--- config.mk ---
export PLATFORM = sky130hd
export DESIGN_NAME = inst_rom_loadable
export DESIGN_NICKNAME = d
export VERILOG_FILES = /design/src/rtl/inst_rom_loadable.sv
export SDC_FILE = /design/constraint.sdc
export NUM_CORES = 2
export LEC_CHECK = 0
export ABC_AREA = 0
export CAP_MARGIN = 20
export CORE_MARGIN = 2
export CORE_UTILIZATION = 55
export DETAILED_ROUTE_END_ITERATION = 6
export GPL_ROUTABILITY_DRIVEN = 0
export HOLD_SLACK_MARGIN = 0.06
export PLACE_DENSITY = 0.72
export SYNTH_ARGS = -nofsm -noshare
export SYNTH_HDL_FRONTEND = slang
export SYNTH_SLANG_ARGS = --single-unit
--- constraint.sdc ---
create_clock -name Clk -period 9.6 [get_ports Clk]
set_input_delay 1.92 -clock Clk [delete_from_list [all_inputs] [get_ports Clk]]
set_output_delay 1.92 -clock Clk [all_outputs]
set_load 0.01 [all_outputs]
--- src/rtl/inst_rom_loadable.sv ---
// -----------------------------------------------------------------------------
// inst_rom_loadable
//
// Run-time loadable instruction memory. An external loader streams W-bit
// instructions in CW-bit chunks into a 2**A-deep program memory. The most
// significant chunk of each word comes first. Once a load has completed, a
// registered fetch port serves the fetch stage with one cycle of latency.
//
// Parameters
//   A     address width, memory depth is 2**A words
//   W     instruction width; W must be a multiple of CW and larger than CW
//   CW    load chunk width; CPW = W/CW chunks make one word
//   FILL  value returned for fetch addresses at or beyond LoadCount
//
// Ports
//   Clk          clock, rising edge
//   Reset_n      asynchronous active-low reset
//   LoadStart    pulse, begins a new program load (ignored while loading)
//   LoadValid    LoadData is valid this cycle
//   LoadData     instruction chunk, MS chunk of each word first
//   LoadLast     marks the final chunk of the final word
//   LoadReady    block accepts a chunk this cycle (registered)
//   LoadDone     level, program loaded and fetches enabled
//   LoadErr      sticky, LoadLast arrived on a non-final chunk of a word
//   LoadCount    number of words written by the last load
//   FetchEn      fetch request this cycle
//   InstAddress  fetch address
//   InstOut      fetched instruction, registered
//   InstValid    InstOut was updated by a fetch on the previous edge
// -----------------------------------------------------------------------------
module inst_rom_loadable #(
    parameter int             A    = 8,
    parameter int             W    = 9,
    parameter int             CW   = 3,
    parameter logic [W-1:0]   FILL = '0
) (
    input  logic            Clk,
    input  logic            Reset_n,
    input  logic            LoadStart,
    input  logic            LoadValid,
    input  logic [CW-1:0]   LoadData,
    input  logic            LoadLast,
    output logic            LoadReady,
    output logic            LoadDone,
    output logic            LoadErr,
    output logic [A:0]      LoadCount,
    input  logic            FetchEn,
    input  logic [A-1:0]    InstAddress,
    output logic [W-1:0]    InstOut,
    output logic            InstValid
);

    localparam int CPW   = W / CW;
    localparam int CCW   = (CPW > 1) ? $clog2(CPW) : 1;
    localparam int DEPTH = 2 ** A;

    typedef enum logic [1:0] {
        S_IDLE  = 2'd0,
        S_LOAD  = 2'd1,
        S_READY = 2'd2
    } state_t;

    state_t              state_r;
    logic [A-1:0]        wp_r;
    logic [CCW-1:0]      chunk_r;
    // Holds the first CPW-1 chunks of the word being assembled.
    logic [W-CW-1:0]     partial_r;
    logic                load_ready_r;
    logic                load_done_r;
    logic                load_err_r;
    logic [A:0]          load_count_r;
    logic [W-1:0]        inst_out_r;
    logic                inst_valid_r;

    logic [W-1:0]        mem_r [DEPTH];

    logic                beat_s;
    logic                last_chunk_s;
    logic                wp_full_s;
    logic [W-1:0]        shifted_s;
    logic                mem_we_s;
    logic                fetch_s;
    logic                in_range_s;

    // Decode accepted beats, word completion and fetch qualification.
    always_comb begin
        beat_s       = 1'b0;
        fetch_s      = 1'b0;
        shifted_s    = {partial_r, LoadData};
        last_chunk_s = (chunk_r == CCW'(CPW - 1));
        wp_full_s    = (wp_r == {A{1'b1}});
        in_range_s   = ({1'b0, InstAddress} < load_count_r);
        if (state_r == S_LOAD) begin
            beat_s = LoadValid & load_ready_r;
        end else begin
            beat_s = 1'b0;
        end
        if (state_r == S_READY) begin
            fetch_s = FetchEn;
        end else begin
            fetch_s = 1'b0;
        end
        mem_we_s = beat_s & last_chunk_s;
    end

    // Program memory write port; contents are deliberately not reset so a
    // loaded program survives a reset of the control logic.
    always_ff @(posedge Clk) begin
        if (mem_we_s) begin
            mem_r[wp_r] <= shifted_s;
        end
    end

    // Control FSM: load sequencing, status flags and the registered fetch port.
    always_ff @(posedge Clk or negedge Reset_n) begin
        if (!Reset_n) begin
            state_r      <= S_IDLE;
            wp_r         <= '0;
            chunk_r      <= '0;
            partial_r    <= '0;
            load_ready_r <= 1'b0;
            load_done_r  <= 1'b0;
            load_err_r   <= 1'b0;
            load_count_r <= '0;
            inst_out_r   <= '0;
            inst_valid_r <= 1'b0;
        end else begin
            case (state_r)
                S_IDLE: begin
                    inst_valid_r <= 1'b0;
                    if (LoadStart) begin
                        state_r      <= S_LOAD;
                        wp_r         <= '0;
                        chunk_r      <= '0;
                        load_count_r <= '0;
                        load_done_r  <= 1'b0;
                        load_err_r   <= 1'b0;
                        load_ready_r <= 1'b1;
                    end
                end

                S_LOAD: begin
                    inst_valid_r <= 1'b0;
                    if (beat_s) begin
                        partial_r <= shifted_s[W-CW-1:0];
                        if (last_chunk_s) begin
                            // Word complete: the memory write happens on this
                            // same edge at the old write pointer.
                            chunk_r      <= '0;
                            wp_r         <= wp_r + A'(1);
                            load_count_r <= load_count_r + (A+1)'(1);
                            // Filling the top address ends the load whether or
                            // not LoadLast is present.
                            if (LoadLast || wp_full_s) begin
                                state_r      <= S_READY;
                                load_ready_r <= 1'b0;
                                load_done_r  <= 1'b1;
                            end
                        end else begin
                            chunk_r <= chunk_r + CCW'(1);
                            // Early LoadLast: the partial word is dropped and
                            // the words already written remain usable.
                            if (LoadLast) begin
                                state_r      <= S_READY;
                                load_ready_r <= 1'b0;
                                load_done_r  <= 1'b1;
                                load_err_r   <= 1'b1;
                                chunk_r      <= '0;
                            end
                        end
                    end
                end

                S_READY: begin
                    // The fetch compares against the pre-load count, so a
                    // fetch coinciding with LoadStart still completes normally.
                    if (fetch_s) begin
                        inst_out_r   <= in_range_s ? mem_r[InstAddress] : FILL;
                        inst_valid_r <= 1'b1;
                    end else begin
                        inst_valid_r <= 1'b0;
                    end
                    if (LoadStart) begin
                        state_r      <= S_LOAD;
                        wp_r         <= '0;
                        chunk_r      <= '0;
                        load_count_r <= '0;
                        load_done_r  <= 1'b0;
                        load_err_r   <= 1'b0;
                        load_ready_r <= 1'b1;
                    end
                end

                default: begin
                    state_r      <= S_IDLE;
                    load_ready_r <= 1'b0;
                    load_done_r  <= 1'b0;
                    inst_valid_r <= 1'b0;
                end
            endcase
        end
    end

    assign LoadReady = load_ready_r;
    assign LoadDone  = load_done_r;
    assign LoadErr   = load_err_r;
    assign LoadCount = load_count_r;
    assign InstOut   = inst_out_r;
    assign InstValid = inst_valid_r;

endmodule

==> impl_metrics.json <==
{
  "routed_wl_um": 215500,
  "final_antenna_net_count": 0,
  "ys_seq_area_frac": 0.7649,
  "clock_power_share": 0.374,
  "synthMuxAreaShare": 0.1437,
  "clkLatencyLatePin_ps": 880,
  "p_per_area_mw_per_mm2": 226.2,
  "cp_slowest_cell": "o41ai_1",
  "start_util": 0.5547,
  "setup_viol": 0,
  "switching_share": 0.2389,
  "min_to": "InstOut[4]",
  "drt_pass1_iterations": 7,
  "status": "finished, violations left",
  "min-delay-start": "InstOut[4]",
  "p_leak_nw": 32.64,
  "ctsRootBufferMaster": "clkbuf_16",
  "fin_skew_ps": 76.07,
  "setup_tns_ps": 0,
  "die_w_um": 412.4,
  "cts_resized": 0,
  "p_sw_mw": 5.484,
  "cp-end-kind": "flip-flop",
  "drc": 2,
  "synth_edf_count": 2304,
  "synthToLayoutAreaGrowth_pct": 10.67,
  "period_share": 0.5826,
  "intPower_mw": 17.48,
  "r2r-end": "mem_r[169][7]",
  "min_period_ps": 5593,
  "cts_buffer_depth": 3,
  "routed-via-count": 46218,
  "finalHoldViolations": 0,
  "synth.distinct_cells": 55,
  "grt_pass1_wl_um": 316100,
  "required_ps": 10380,
  "relSlewSlack": 0.2393,
  "yosys_warnings": 0,
  "final_util": 0.6139,
  "max_stage_delay_ps": 950,
  "holdPathStages": 1,
  "cts_buffers": 222,
  "worstPathArrival_ps": 6370,
  "avgSynthCellArea_um2": 19.51,
  "track_usage": 0.2558,
  "post_drt_wl_per_cell_um": 30.13,
  "pwr-share-seq": 0.547,
  "antenna_found_initial": 1,
  "clkTransAtPathRegs_ps": 60,
  "async_flop_share": 0.01665,
  "worst_pin_slew_ps": 1141,
  "min_path_type": "reg2reg",
  "ff2ff_path_depth": 3,
  "synth_top_area_cell": "edfxtp_1",
  "ctsHtreeMaxLevel": 4,
  "path_max_fanout": 110,
  "portBuffers": 38,
  "cts_tree": "built",
  "synth_most_common_cell": "edfxtp_1",
  "crit_chain": "buf_8 > buf_4 > buf_12 > mux4_2 > o22ai_1 > o41ai_1 > nand4_1 > nor3_1 > a211o_1",
  "syn_inst": 4702,
  "grt_pass1_vias": 45729,
  "io_pins": 39,
  "cts-hold-fix-buffers": 0,
  "synth_top_area_frac": 0.7542,
  "die-area_mm2": 0.1701,
  "ys_top_cells_by_count": "2304 x edfxtp_1, 484 x mux2i_1, 350 x mux4_2",
  "cp_num_buf_inv": 3,
  "synth_top_family_by_area": "multiplexers",
  "dieHeight_um": 412.4,
  "synth_ff_type": "edfxtp_1",
  "violations": "DRC",
  "startpoint_type": "primary input",
  "drt-initial-drc-count": 5956,
  "ys_ff_latch": 2343,
  "rows": 149,
  "rsz0062_at_grt": "false",
  "whs_ps": 488.2,
  "layout.nets": 4804,
  "finalMaxSlewViolations": 0,
  "overflow": 0,
  "ir_drop_mv": 0.2854,
  "post_synth_xor_area_fraction": 0.001146,
  "core_mm2": 0.1654,
  "r2r_slack_ps": 5980,
  "synthTopCellsByArea": "edfxtp_1 75%, mux4_2 8.6%, mux2i_1 5.3%",
  "hpwl_um": 125900,
  "syn_nets": 4732,
  "layout-drive-gt1-share": 0.1651,
  "cp_top_family": "buffers and inverters",
  "synth_compound_area_frac": 0.03480,
  "viasPerCell": 6.462,
  "combPwrFrac": 0.079,
  "cts.sink_count": 2343,
  "max_freq_mhz": 178.8,
  "grt_max_degree": 201,
  "drv_cap": 0,
  "synth_area_mm2": 0.09173,
  "yosys.area_share.simple": 0.03621,
  "worstReg2RegStart": "wp_r[3]",
  "crit_type": "in2reg",
  "cts_setup_buffers": 0,
  "yosys.area_share.adder": 0.001773
}
[power by group through the flow]
stage          clock network, mW  registers, mW  logic [mW]
4_1_cts                     8.65           12.6        1.78
6_report                    8.58           12.6        1.81
2_1_floorplan                  0           13.2       0.568
5_1_grt                     9.06           12.6        1.93
3_3_place_gp                   0           12.8        1.72
3_5_place_dp                   0           12.8        1.79
[worst max path at each step]
stage | from | endpoint | slack (ps) | depth (start not counted)
after floorplan | LoadValid | mem_r[103][0] | 5570 | 6
after global placement | InstAddress[0] | InstOut[5] | 2800 | 10
after detailed placement | InstAddress[0] | InstOut[1] | 3230 | 9
after CTS | InstAddress[0] | InstOut[1] | 4110 | 9
after global routing | InstAddress[0] | InstOut[7] | 3760 | 9
final | InstAddress[0] | InstOut[8] | 4010 | 9
[sequential cells by signal (all words and copies together) (netlist names)]
| register | cells |
|---|---|
| InstValid | 1 |
| InstOut | 9 |
| chunk_r | 2 |
| LoadReady | 1 |
| partial_r | 6 |
| state_r | 2 |
| wp_r | 8 |
| mem_r | 2304 |
| LoadCount | 9 |
| LoadErr | 1 |
[final cells by class]
type                       instances  area (um^2)
antenna                            1        2.502
clock buffer                     288         5893
clock inverter                   124         1297
fill                           11282        63850
inverter                          27        101.3
multi-input combinational       2046        20010
sequential                      2343        70180
tap                             2189         2739
timing repair buffer             134         1292
[metrics by stage]
stage | instance area, um^2 | setup slack (ps) | cells | power [mW]
5_1_grt | 101500 | 3757 | 7151 | 23.57
3_5_place_dp | 94190 | 3228 | 6731 | 14.57
2_1_floorplan | 91730 | 5574 | 4702 | 13.79
4_1_cts | 101400 | 4110 | 7143 | 23.01
6_report | 101500 | 4007 | 7152 | 22.96
3_3_place_gp | 94160 | 2804 | 6728 | 14.48
[layout by cell type (no fill, tap or decap), types with 24 or more instances in the layout]
cell type	Yosys	routed
a31oi_1	39	39
nor3_1	34	34
nand4_1	40	40
clkinv_1	0	49
a22oi_1	169	169
o21ai_0	24	24
dfrtp_1	39	33
nor2_1	301	299
nor2b_1	41	38
nand3_1	83	82
edfxtp_1	2304	2304
buf_4	59	81
mux4_2	350	350
mux2i_1	484	484
clkbuf_1	107	57
clkbuf_16	0	222
nand2_1	130	130
clkdlybuf4s50_1	0	28
mux2_2	26	26
o22ai_1	52	52
a21oi_1	49	49
clkinv_2	0	37
inv_1	27	27
[per-layer routing]
metal  track usage  wire length (um)
met5             0                 0
met4       0.08589              7114
met3       0.04879             19800
met2        0.3992            103400
met1        0.3675             85240
[kinds of logic (layout without fill, tap and decap cells)]
kind of cell,after synthesis,after routing
fa+ha+maj,13,13
xor+xnor,12,12
other cells,0,1
mux,866,866
buf+inv,313,573
simple gates,712,712
flops,2343,2343
compound gates,443,443
Note: power is estimated with default switching activity, not from simulation.
